### config.mk
export PLATFORM = sky130hd
export DESIGN_NAME = uart_tx_fifo
export DESIGN_NICKNAME = d
export VERILOG_FILES = /design/src/rtl/uart_pkg.sv /design/src/rtl/uart_tx_fifo_buf.sv /design/src/rtl/uart_tx_fifo.sv
export SDC_FILE = /design/constraint.sdc
export NUM_CORES = 1
export LEC_CHECK = 0
export ABC_AREA = 1
export CAP_MARGIN = 20
export CORE_ASPECT_RATIO = 1.25
export CORE_MARGIN = 8
export CORE_UTILIZATION = 45
export DETAILED_ROUTE_END_ITERATION = 6
export PLACE_DENSITY_LB_ADDON = 0.25
export SYNTH_ARGS = -nofsm -noshare
export SYNTH_HDL_FRONTEND = slang
export SYNTH_SLANG_ARGS = --single-unit
### constraint.sdc
create_clock -name clk -period 2.5 [get_ports clk]
set_input_delay 0.625 -clock clk [delete_from_list [all_inputs] [get_ports clk]]
set_output_delay 0.625 -clock clk [all_outputs]
set_load 0.02 [all_outputs]
### src/rtl/uart_pkg.sv
// Shared definitions for the parametrised UART transmitter: parity encodings,
// FSM state type and the default 100 MHz / 9600 baud divisor.
package uart_pkg;

  localparam int PAR_NONE = 0;
  localparam int PAR_ODD  = 1;
  localparam int PAR_EVEN = 2;

  localparam int DEFAULT_CLKS_PER_BIT = 10417;

  typedef enum logic [2:0] {
    ST_IDLE  = 3'd0,
    ST_START = 3'd1,
    ST_DATA  = 3'd2,
    ST_PAR   = 3'd3,
    ST_STOP  = 3'd4
  } tx_state_t;

  // Zero-extension to 9 bits leaves the XOR reduction unchanged.
  function automatic logic parity_bit(input logic [8:0] word, input int mode);
    return (mode == PAR_ODD) ? ~^word : ^word;
  endfunction

endpackage

### src/rtl/uart_tx_fifo_buf.sv
// Synchronous FIFO with registered read data; the head word is always
// presented on rd_data, so a pop consumes the value visible that cycle.
module uart_tx_fifo_buf #(
  parameter int WIDTH = 8,
  parameter int DEPTH = 4
) (
  input  logic                     clk,
  input  logic                     rst,
  input  logic                     push,
  input  logic                     pop,
  input  logic [WIDTH-1:0]         wr_data,
  output logic [WIDTH-1:0]         rd_data,
  output logic                     full,
  output logic                     empty,
  output logic [$clog2(DEPTH):0]   count
);

  localparam int AW = $clog2(DEPTH);
  localparam logic [AW:0] DEPTH_CNT = (AW+1)'(DEPTH);

  logic [WIDTH-1:0] mem [DEPTH];
  logic [AW-1:0]    wr_ptr_reg;
  logic [AW-1:0]    rd_ptr_reg;
  logic [AW-1:0]    rd_ptr_next;
  logic [AW:0]      count_reg;
  logic [WIDTH-1:0] rd_data_reg;
  logic             push_ok;
  logic             pop_ok;

  assign full    = (count_reg == DEPTH_CNT);
  assign empty   = (count_reg == '0);
  assign count   = count_reg;
  assign rd_data = rd_data_reg;

  assign push_ok     = push && !full;
  assign pop_ok      = pop && !empty;
  assign rd_ptr_next = pop_ok ? rd_ptr_reg + AW'(1) : rd_ptr_reg;

  always_ff @(posedge clk) begin
    if (!rst) begin
      wr_ptr_reg <= '0;
      rd_ptr_reg <= '0;
      count_reg  <= '0;
    end else begin
      if (push_ok)
        wr_ptr_reg <= wr_ptr_reg + AW'(1);
      rd_ptr_reg <= rd_ptr_next;
      case ({push_ok, pop_ok})
        2'b10:   count_reg <= count_reg + (AW+1)'(1);
        2'b01:   count_reg <= count_reg - (AW+1)'(1);
        default: count_reg <= count_reg;
      endcase
    end
  end

  always_ff @(posedge clk) begin
    if (push_ok)
      mem[wr_ptr_reg] <= wr_data;
  end

  // Prefetch the next head; forward the incoming word when it lands on that slot.
  always_ff @(posedge clk) begin
    if (push_ok && (wr_ptr_reg == rd_ptr_next))
      rd_data_reg <= wr_data;
    else
      rd_data_reg <= mem[rd_ptr_next];
  end

endmodule

### src/rtl/uart_tx_fifo.sv
// Buffered UART transmitter: configurable data width, parity and stop bits,
// back-to-back frames drained from a small input FIFO.
module uart_tx_fifo
  import uart_pkg::*;
#(
  parameter int CLKS_PER_BIT = DEFAULT_CLKS_PER_BIT,
  parameter int DATA_BITS    = 8,
  parameter int PARITY       = PAR_NONE,
  parameter int STOP_BITS    = 1,
  parameter int FIFO_DEPTH   = 4
) (
  input  logic                 clk,
  input  logic                 rst,
  input  logic [DATA_BITS-1:0] data_send,
  input  logic                 transmit,
  output logic                 ready,
  output logic                 Txd,
  output logic                 busy,
  output logic                 Done
);

  localparam int BAUD_W = $clog2(CLKS_PER_BIT);
  localparam int CNT_W  = $clog2(FIFO_DEPTH) + 1;
  localparam logic [BAUD_W-1:0] BAUD_LAST = BAUD_W'(CLKS_PER_BIT - 1);
  localparam logic [3:0]        BIT_LAST  = 4'(DATA_BITS - 1);
  localparam logic              STOP_LAST = 1'(STOP_BITS - 1);

  tx_state_t            state_reg, state_next;
  logic [BAUD_W-1:0]    baud_reg, baud_next;
  logic [3:0]           bit_reg, bit_next;
  logic                 stop_reg, stop_next;
  logic [DATA_BITS-1:0] shift_reg, shift_next;
  logic                 par_reg, par_next;
  logic                 txd_reg, txd_next;
  logic                 run_reg;
  logic                 baud_last;

  logic                 fifo_push;
  logic                 fifo_pop;
  logic                 fifo_full;
  logic                 fifo_empty;
  logic [DATA_BITS-1:0] fifo_rd_data;
  logic [CNT_W-1:0]     fifo_count;

  // run_reg keeps ready low while reset is held.
  assign ready     = run_reg && !fifo_full;
  assign fifo_push = transmit && ready;
  assign baud_last = (baud_reg == BAUD_LAST);

  assign Txd  = txd_reg;
  assign busy = (state_reg != ST_IDLE) || (fifo_count != '0);
  assign Done = (state_reg == ST_STOP) && baud_last && (stop_reg == STOP_LAST);

  uart_tx_fifo_buf #(
    .WIDTH (DATA_BITS),
    .DEPTH (FIFO_DEPTH)
  ) u_buf (
    .clk     (clk),
    .rst     (rst),
    .push    (fifo_push),
    .pop     (fifo_pop),
    .wr_data (data_send),
    .rd_data (fifo_rd_data),
    .full    (fifo_full),
    .empty   (fifo_empty),
    .count   (fifo_count)
  );

  always_ff @(posedge clk) begin
    if (!rst) begin
      state_reg <= ST_IDLE;
      baud_reg  <= '0;
      bit_reg   <= '0;
      stop_reg  <= 1'b0;
      shift_reg <= '0;
      par_reg   <= 1'b0;
      txd_reg   <= 1'b1;
      run_reg   <= 1'b0;
    end else begin
      state_reg <= state_next;
      baud_reg  <= baud_next;
      bit_reg   <= bit_next;
      stop_reg  <= stop_next;
      shift_reg <= shift_next;
      par_reg   <= par_next;
      txd_reg   <= txd_next;
      run_reg   <= 1'b1;
    end
  end

  // txd_next is the line level for the cycle following each edge.
  always_comb begin
    state_next = state_reg;
    baud_next  = baud_last ? '0 : baud_reg + BAUD_W'(1);
    bit_next   = bit_reg;
    stop_next  = stop_reg;
    shift_next = shift_reg;
    par_next   = par_reg;
    txd_next   = txd_reg;
    fifo_pop   = 1'b0;

    case (state_reg)
      ST_IDLE: begin
        baud_next = '0;
        txd_next  = 1'b1;
        if (!fifo_empty)
          fifo_pop = 1'b1;
      end
      ST_START: begin
        if (baud_last) begin
          state_next = ST_DATA;
          bit_next   = '0;
          txd_next   = shift_reg[0];
        end
      end
      ST_DATA: begin
        if (baud_last) begin
          if (bit_reg == BIT_LAST) begin
            if (PARITY != PAR_NONE) begin
              state_next = ST_PAR;
              txd_next   = par_reg;
            end else begin
              state_next = ST_STOP;
              stop_next  = 1'b0;
              txd_next   = 1'b1;
            end
          end else begin
            bit_next   = bit_reg + 4'd1;
            shift_next = shift_reg >> 1;
            txd_next   = shift_reg[1];
          end
        end
      end
      ST_PAR: begin
        if (baud_last) begin
          state_next = ST_STOP;
          stop_next  = 1'b0;
          txd_next   = 1'b1;
        end
      end
      ST_STOP: begin
        if (baud_last) begin
          if (stop_reg != STOP_LAST) begin
            stop_next = stop_reg + 1'b1;
          end else if (!fifo_empty) begin
            fifo_pop = 1'b1;
          end else begin
            state_next = ST_IDLE;
            txd_next   = 1'b1;
          end
        end
      end
      default: begin
        state_next = ST_IDLE;
        txd_next   = 1'b1;
      end
    endcase

    // A pop from IDLE or from the last stop cycle starts the next frame at once.
    if (fifo_pop) begin
      state_next = ST_START;
      baud_next  = '0;
      shift_next = fifo_rd_data;
      par_next   = parity_bit(9'(fifo_rd_data), PARITY);
      txd_next   = 1'b0;
    end
  end

endmodule
==> results by stage, run 1 <==
Worst setup path:
- The critical path capture point type is a flop.
- Measured in cells, the most critical reg-to-reg path has a length of 15.
- The worst setup path is of the reg2reg kind.
- STA puts the critical path data arrival time at 2.55 ns.
- The worst setup path is launched from a flop.
- The maximum net fanout on the critical path is 7.
- The data required time of the worst path is 2.73 ns.

Die:
- The horizontal die dimension is 92.3 microns.
- The starting utilization of the core area is 46.6%.
- The total area inside the core boundary comes to 7020 sq um.
- The I/O pin count is 15.
- The floorplan row count is 34.
- The chip height is 111 microns.
- The floorplan step defined a die boundary enclosing 10,300 sq um.

STA:
- The peak clock frequency supported by timing is 432 MHz.
- The summed negative setup slack over all endpoints is 0 ns.
- The number of endpoints with negative hold slack in the final report was 0.
- The final critical path time including I/O delays and setup is 2.31 ns.
- The setup violation total in the final timing report is 0.
- Setup repair after global routing left no endpoint under its margin.
- The worst max-slew margin expressed relative to the limit is 69.6%.
- In the finished design, the share of the clock period the worst path needs comes to 92.6%.
- For the pin with the worst max-slew slack, the measured transition is 0.453 ns.
- The tightest hold path in the finished design has a slack of 0.456 ns.
- The max-slew violation total from the final report is 0.
- The largest clock skew in the final design is 0.00711 ns.

Synth:
- The arithmetic-cell share of the synthesized area counting full adders, half adders and majority gates is 3.67%.
- For this run, the number of Yosys warnings is 0.
- A synthesized cell averages 8.89 sq um.
- After Yosys synthesis, and, or, nand and nor cells account for 21.8% of the synthesized area.
- The count of unique library cells instantiated by Yosys is 39.
- By area, the combinational part of the netlist is dominated by simple AND/OR/NAND/NOR gates.
- Summing the areas of all compound-gate instances in the mapped netlist gives 11.7% of the synthesized area.
- Synthesis inferred 72 register bits.
- The total nets after synthesis is 388.
- The portion of netlist area occupied by mux cells is 0%.
- The post-synthesis xor/xnor area fraction is 1.61%.
- The sequential-to-total area share from yosys stat is 53.9%.
- The cell area after technology mapping is 3270 sq um.
- Counting every instance in the synthesized netlist gives 368.

Finish:
- The flip-flop count of the largest register after layout is 32.
- After the last flow step, the layout net total stands at 414.
- The final antenna diode count is 0.
- The library cells used most frequently in the layout, excluding fill and tap cells, are 59 x nor2_1, 49 x nand2_1, 45 x inv_1.
- The growth of design area from synthesis to finish is 13.4%.
- The share of cells above drive strength 1 is 11.5%.
- The final design instance area without fill is 3710 sq um.
- Leaving out fill and tap cells, the most frequent cell in the layout is nor2_1.

Global routing:
- The met3 layer usage reported by global route is 4.00%.
- The initial antenna violation count is 0.
- In the global route stage, met2 resource usage came out at 23.0%.
- The global-route total usage across every layer is 12.8%.
- The largest net degree at the start of global routing is 17.
- The via count of the first global-routing pass is 2,434.
- In the global route stage, met1 resource usage came out at 13.4%.
- The layer flagged by global routing as most heavily used is met2.
- After global routing the overflow that remains totals 0.
- The first-pass GRT wire length is 10,600 microns.

Clocking:
- Clock tree synthesis selected as its root buffer the cell clkbuf_8.
- The count of hold buffers inserted by post-cts repair is 0.
- The TritonCTS buffer count is 9.
- After clock tree synthesis, the clock-pin slew on the worst setup and hold paths is 0.08 ns.
- Clock latency on the worst-skew pair, taken at its later pin, is 0.34 ns.
- TritonCTS built the clock tree.
- The maximum level of the CTS H-tree is 3.
- The CTS sink count is 72.
- Counting along the longest clock path gives a buffer depth of 2.
- The post-CTS setup buffer count is 0.

Routing:
- The wire length after detailed routing is 5910 microns.
- Dividing the detail-routed wire length by the instance count gives 12.1 microns.
- Detailed routing inserted a total of 2,401 vias.
- After detailed routing, the number of remaining DRC violations is 0.
- Before antenna repair, the detailed router went through 4 iterations.
- After detailed routing, the number of vias per cell comes to 4.91.
- The count of nets left with antenna violations once routing finished came out at 0.
- The initial detailed-routing violation count is 101.

Placement:
- During placement, the flow inserted port buffers numbering 14.
- The placement-stage cell area is 3540 sq um.
- The wire-length estimate of the detail-placed layout is 4170 microns.
- The final weighted congestion in routability-driven placement is 0.809.

Outcome:
- The flow ran to the end, and the final reports show no timing, DRC or antenna violations.

Power and ir drop:
- The highest ir drop seen on vdd is 457 uV.
- The leakage component of the power is 0.00143 uW.
- The power density relative to cell area is 880 nW/um^2.

Worst hold path:
- The tightest min-delay check is of the reg2reg type.
- The worst hold path stage count is 1.

Job:
- Across the run, the number of max-cap violations was 0.
critical path, stage by stage, from the launching register on:
cell,delay [ns]
dfxtp_1,0.34
inv_1,0.06
ha_1,0.14
nand2_1,0.07
nor2_2,0.14
nand2_4,0.12
nand2_4,0.12
nand2_4,0.06
clkinv_2,0.08
ha_1,0.14
inv_1,0.06
fa_1,0.38
a21oi_1,0.16
o21ai_0,0.12
o21ai_0,0.16
a21oi_1,0.05
power breakdown:
group | leakage, uW | internal [uW] | total (uW) | switching [uW]
clock network | 0.0000858 | 355 | 777 | 423
logic | 0.000726 | 376 | 1020 | 643
registers | 0.000617 | 1380 | 1470 | 86.0
total | 0.00143 | 2110 | 3260 | 1150
cells by family after synthesis:
kind of cell / count (synthesis)
and+or+nand+nor: 155
DFF: 72
AOI/OAI and AO/OA: 67
buffers and inverters: 59
adders and majority gates: 9
xor gates and xnor gates: 6
synth_stat cells (all sizes together):
library cell / instances / share of area [%]
nor2: 63 / 8.0
nand2: 54 / 7.0
inv: 50 / 5.8
dfxtp: 40 / 24
o21ai: 33 / 5.4
edfxtp: 32 / 29
a21oi: 22 / 3.4
nand3: 22 / 3.5
nor3: 10 / 2.0
ha: 8 / 3.1
buf: 6 / 1.1
a31oi: 5 / 1.4
xor2: 4 / 1.1
nand4: 3 / 0.57
o21a: 3 / 0.69
clkinv: 2 / 0.27
nor3b: 2 / 0.46
o22ai: 2 / 0.38
xnor2: 2 / 0.54
clkbuf: 1 / 0.11
fa: 1 / 0.61
nor4: 1 / 0.19
o211ai: 1 / 0.23
o21bai: 1 / 0.23
area by class of cell:
cell class | count | area [sq um]
Multi-Input combinational cell | 237 | 1270
Sequential cell | 72 | 1760
Clock inverter | 6 | 36.3
Fill cell | 684 | 3310
Inverter | 52 | 199
Tap cell | 90 | 113
Clock buffer | 10 | 128
Timing Repair Buffer | 22 | 198
metrics by stage:
step	cells	setup WS [ns]	util, %	total power (uW)
after CTS	489	0.0188	52.8	3300
final	489	0.185	52.8	3260
after global placement	473	0.222	50.5	2500
after detailed placement	473	0.201	50.5	2520
after floorplan	368	0.346	-	2260
after global routing	489	0.00403	52.8	3520
worst paths after layout:
check | from | end | slack, ns
worst max-delay path | baud_reg[0] | u_buf.count[2] | 0.19
worst min-delay path | u_buf.count[0] | u_buf.count[0] | 0.46
worst max register to register | baud_reg[0] | u_buf.count[2] | 0.19
worst min register to register | u_buf.count[0] | u_buf.count[0] | 0.46
metal layers:
metal	routed length, microns	up-vias
met1	2530	1093
met2	3030	33
met5	0	-
met4	91	0
li1	-	1264
met3	254	11
timing repair:
item / in CTS / in global routing
endpoints found under the setup margin: 1 / 3
pin swaps: 0 / 0
gates resized for setup: 1 / 5
(Power assumes the default switching activity.)
==> inputs of run 2 (changes only) <==
--- a/config.mk
+++ b/config.mk
@@ -6,7 +6,8 @@
 export NUM_CORES = 1
 export LEC_CHECK = 0
 export ABC_AREA = 1
-export CAP_MARGIN = 20
+export CELL_PAD_IN_SITES_DETAIL_PLACEMENT = 0
+export CELL_PAD_IN_SITES_GLOBAL_PLACEMENT = 1
 export CORE_ASPECT_RATIO = 1.25
 export CORE_MARGIN = 8
 export CORE_UTILIZATION = 45
==> run 2 against run 1 <==
Sequential share of layout area is 1.6 points lower. Critical path depth is 8 lower. Cell area is 3.5% higher. Combinational power hardly changed. Sequential power hardly changed. Die area stayed put. Non-clock buffer count is 2 higher. Maximum frequency is 1.1% lower. Critical endpoint is now Done. Routed wire length is 1.7% higher. First-iteration DRC count is 72% higher.
==> results by stage, run 2 (synthesis results as in run 1) <==
Worst setup path:
- The critical path capture point type is a primary output.
- In this run the worst path has a maximum fanout of 5.
- The data required time of the worst path is 1.88 ns.
- The number of buffers and inverters on the critical path is 2.
- The kind of cell with the highest combined delay along the critical path is simple AND/OR/NAND/NOR gates.
- The launching element type of the critical path is a flop.
- Across all register-to-register paths, the minimum setup slack is 0.17 ns.
- The worst register-to-register path ends at u_buf.count[2].
- The cell with the largest stage delay on the worst path is dlygate4sd2_1.
- The critical path goes through inv_1 > ha_1 > nand2_1 > nor2_2 > nand2_4 > nor3_1 > dlygate4sd2_1.
- Counting cells, the worst reg-to-reg path comes to 15.
- The critical path start-end classification is reg2out.
- On the worst path, the slowest cell contributes a delay of 0.35 ns.
- STA puts the critical path data arrival time at 1.71 ns.
- The startpoint identified for the worst register-to-register timing path is baud_reg[0].

Finish:
- Leaving out fill and tap cells, the most frequent cell in the layout is nor2_1.
- The filler cell count is 647.
- The area of all sequential standard cells is 1760 sq um.
- In the layout the commonest cells are 59 x nor2_1, 49 x nand2_1, 45 x inv_1.
- The final net count is 416.
- The growth of design area from synthesis to finish is 17.4%.
- After routing the design area is 3840 sq um.
- The flip-flop count of the largest register after layout is 32.
- The multi-input logic area is 1280 sq um.
- The share of cells above drive strength 1 is 12.0%.
- 0 antenna diodes ended up in the layout.

Global routing:
- For this run, the total global-route usage over all layers was measured as 12.6%.
- The first global-routing pass estimated 10,500 microns of wire.
- The largest net degree at the start of global routing is 18.
- The initial antenna violation count is 0.
- For this run the aggregate overflow at the end of global routing stands at 0.
- The via count of the first global-routing pass came to 2,303.

Routing:
- The routed wirelength normalized by instance count is 12.2 microns.
- Using the TritonRoute via totals, the vias-per-cell ratio works out to 4.88.
- The final antenna-violating net count is 0.
- After the first detailed-routing iteration, the DRC count stood at 174.
- The final routed DRC violation total is 0.
- Before antenna repair, the detailed router went through 4 iterations.
- Detailed routing inserted a total of 2,394 vias.
- For this block, the routed nets add up to 6010 microns of wire.

STA:
- The largest clock skew in the final design is 0.00729 ns.
- The max-slew violation total from the final report came to 0.
- Setup total negative slack on the finished layout was measured at 0 ns.
- The final worst-path cycle share is 93.6%.
- Setup repair after global routing left no endpoint under its margin.
- The setup violation total in the final timing report is 0.
- The worst pin sits at a relative slew slack of 68.7%.
- The peak clock frequency supported by timing is 427 MHz.
- The number of endpoints with negative hold slack in the final report is 0.
- The worst path needs 2.34 ns of the cycle, external delays included.
- The worst-margin pin slew is 0.466 ns.

Worst hold path:
- Counting instances, the worst hold path has a depth of 1.
- For hold timing, the worst endpoint is u_buf.count[0].
- The startpoint of the lowest-slack hold path is u_buf.count[0].
- The min-delay analysis places its worst path in the category reg2reg.

Placement:
- The count of input and output buffers is 14.
- The congestion estimate from routability-driven global placement came to 0.716.
- The post-detailed-placement half-perimeter wirelength is 4180 microns.
- The placement-stage cell area is 3540 sq um.

Power and ir drop:
- Summing internal, switching and leakage power gives 3700 uW.
- Dividing total power by cell area gives a power density of 965 nW/um^2.
- The leakage component of the power is 0.00148 uW.
- The highest ir drop seen on vdd is 670 uV.

Clocking:
- Counting every sink on the clock net gives 72.
- The TritonCTS buffer count is 9.
- The clock passes through at most 2 buffers.
- In this run the clock root is driven by a clkbuf_8.
- After clock tree synthesis, the clock-pin slew on the worst setup and hold paths is 0.08 ns.
- The CTS tree is done.
- The count of hold buffers inserted by post-cts repair is 0.
- The source-to-sink clock delay at the later pin of the worst-skew pair is 0.35 ns.
- The H-tree was split into 3 levels.

Die:
- In this run the standard cell core region covers 7020 sq um.
- In this run the horizontal extent of the chip is 92.3 microns.
- 15 I/O pins were placed.
- The chip height is 111 microns.
- The die covers 10,300 sq um.
- The floorplan row count is 34.
- For this configuration, the core starts out at a cell density of 46.6%.

Outcome:
- The run finished with clean final reports.

Job:
- The tool flagged a number of max-cap violations equal to 0.
run 2: changes by cell type in the layout (fill, tap and decap cells not counted):
cell / delta
clkinv_2: -4
o21ai_0: -1
buf_4: +2
clkinvlp_4: +1
clkbuf_1: -1
nand2_4: -1
dlygate4sd2_1: +1
o21ai_1: +1
clkbuf_2: -1
bufinv_16: +4
nand2_8: +1
run 2: how the worst max path moves through the flow:
stage	cells past startpoint	end	from
6_report	7	Done	baud_reg[0]
5_1_grt	15	u_buf.count[2]	baud_reg[0]
4_1_cts	7	busy	state_reg[0]
3_5_place_dp	15	u_buf.count[2]	baud_reg[0]
3_3_place_gp	7	Done	baud_reg[0]
2_1_floorplan	15	u_buf.count[2]	baud_reg[0]
run 2: layout make-up:
| class | count | area share (%) |
|---|---|---|
| timing repair buffer | 24 | 5.64 |
| clock inverter | 7 | 3.75 |
| tap | 90 | 2.93 |
| inverter | 52 | 5.18 |
| multi-input combinational | 237 | 33.4 |
| clock buffer | 9 | 3.23 |
| sequential | 72 | 45.9 |
run 2: layer usage:
metal / GRT usage (%) / wire length [microns] / vias to the layer above
li1: - / - / 1269
met1: 15.0 / 2820 / 1085
met2: 20.0 / 2850 / 28
met3: 3.18 / 210 / 12
met4: 7.00 / 128 / 0
met5: 0 / 0 / -
run 2: report_power, final:
part | switching (uW) | internal [uW]
registers | 79.6 | 1380
logic | 659 | 375
clock network | 446 | 765
run 2: stage by stage:
| stage | worst slack [ns] | hold slack [ns] | util (%) | cells |
|---|---|---|---|---|
| 2_1_floorplan | 0.346 | 0.423 | - | 368 |
| 3_3_place_gp | 0.221 | 0.444 | 50.5 | 473 |
| 3_5_place_dp | 0.134 | 0.451 | 50.5 | 473 |
| 4_1_cts | 0.0144 | 0.465 | 54.3 | 489 |
| 5_1_grt | 0.0206 | 0.494 | 54.7 | 491 |
| 6_report | 0.161 | 0.464 | 54.7 | 491 |
run 2: timing repair:
action | 4_1_cts | 5_1_grt
endpoints found under the hold margin | 0 | 0
setup endpoints to repair | 1 | 2
resized for setup | 1 | 4
setup buffers | 0 | 2
pin swaps | 0 | 1
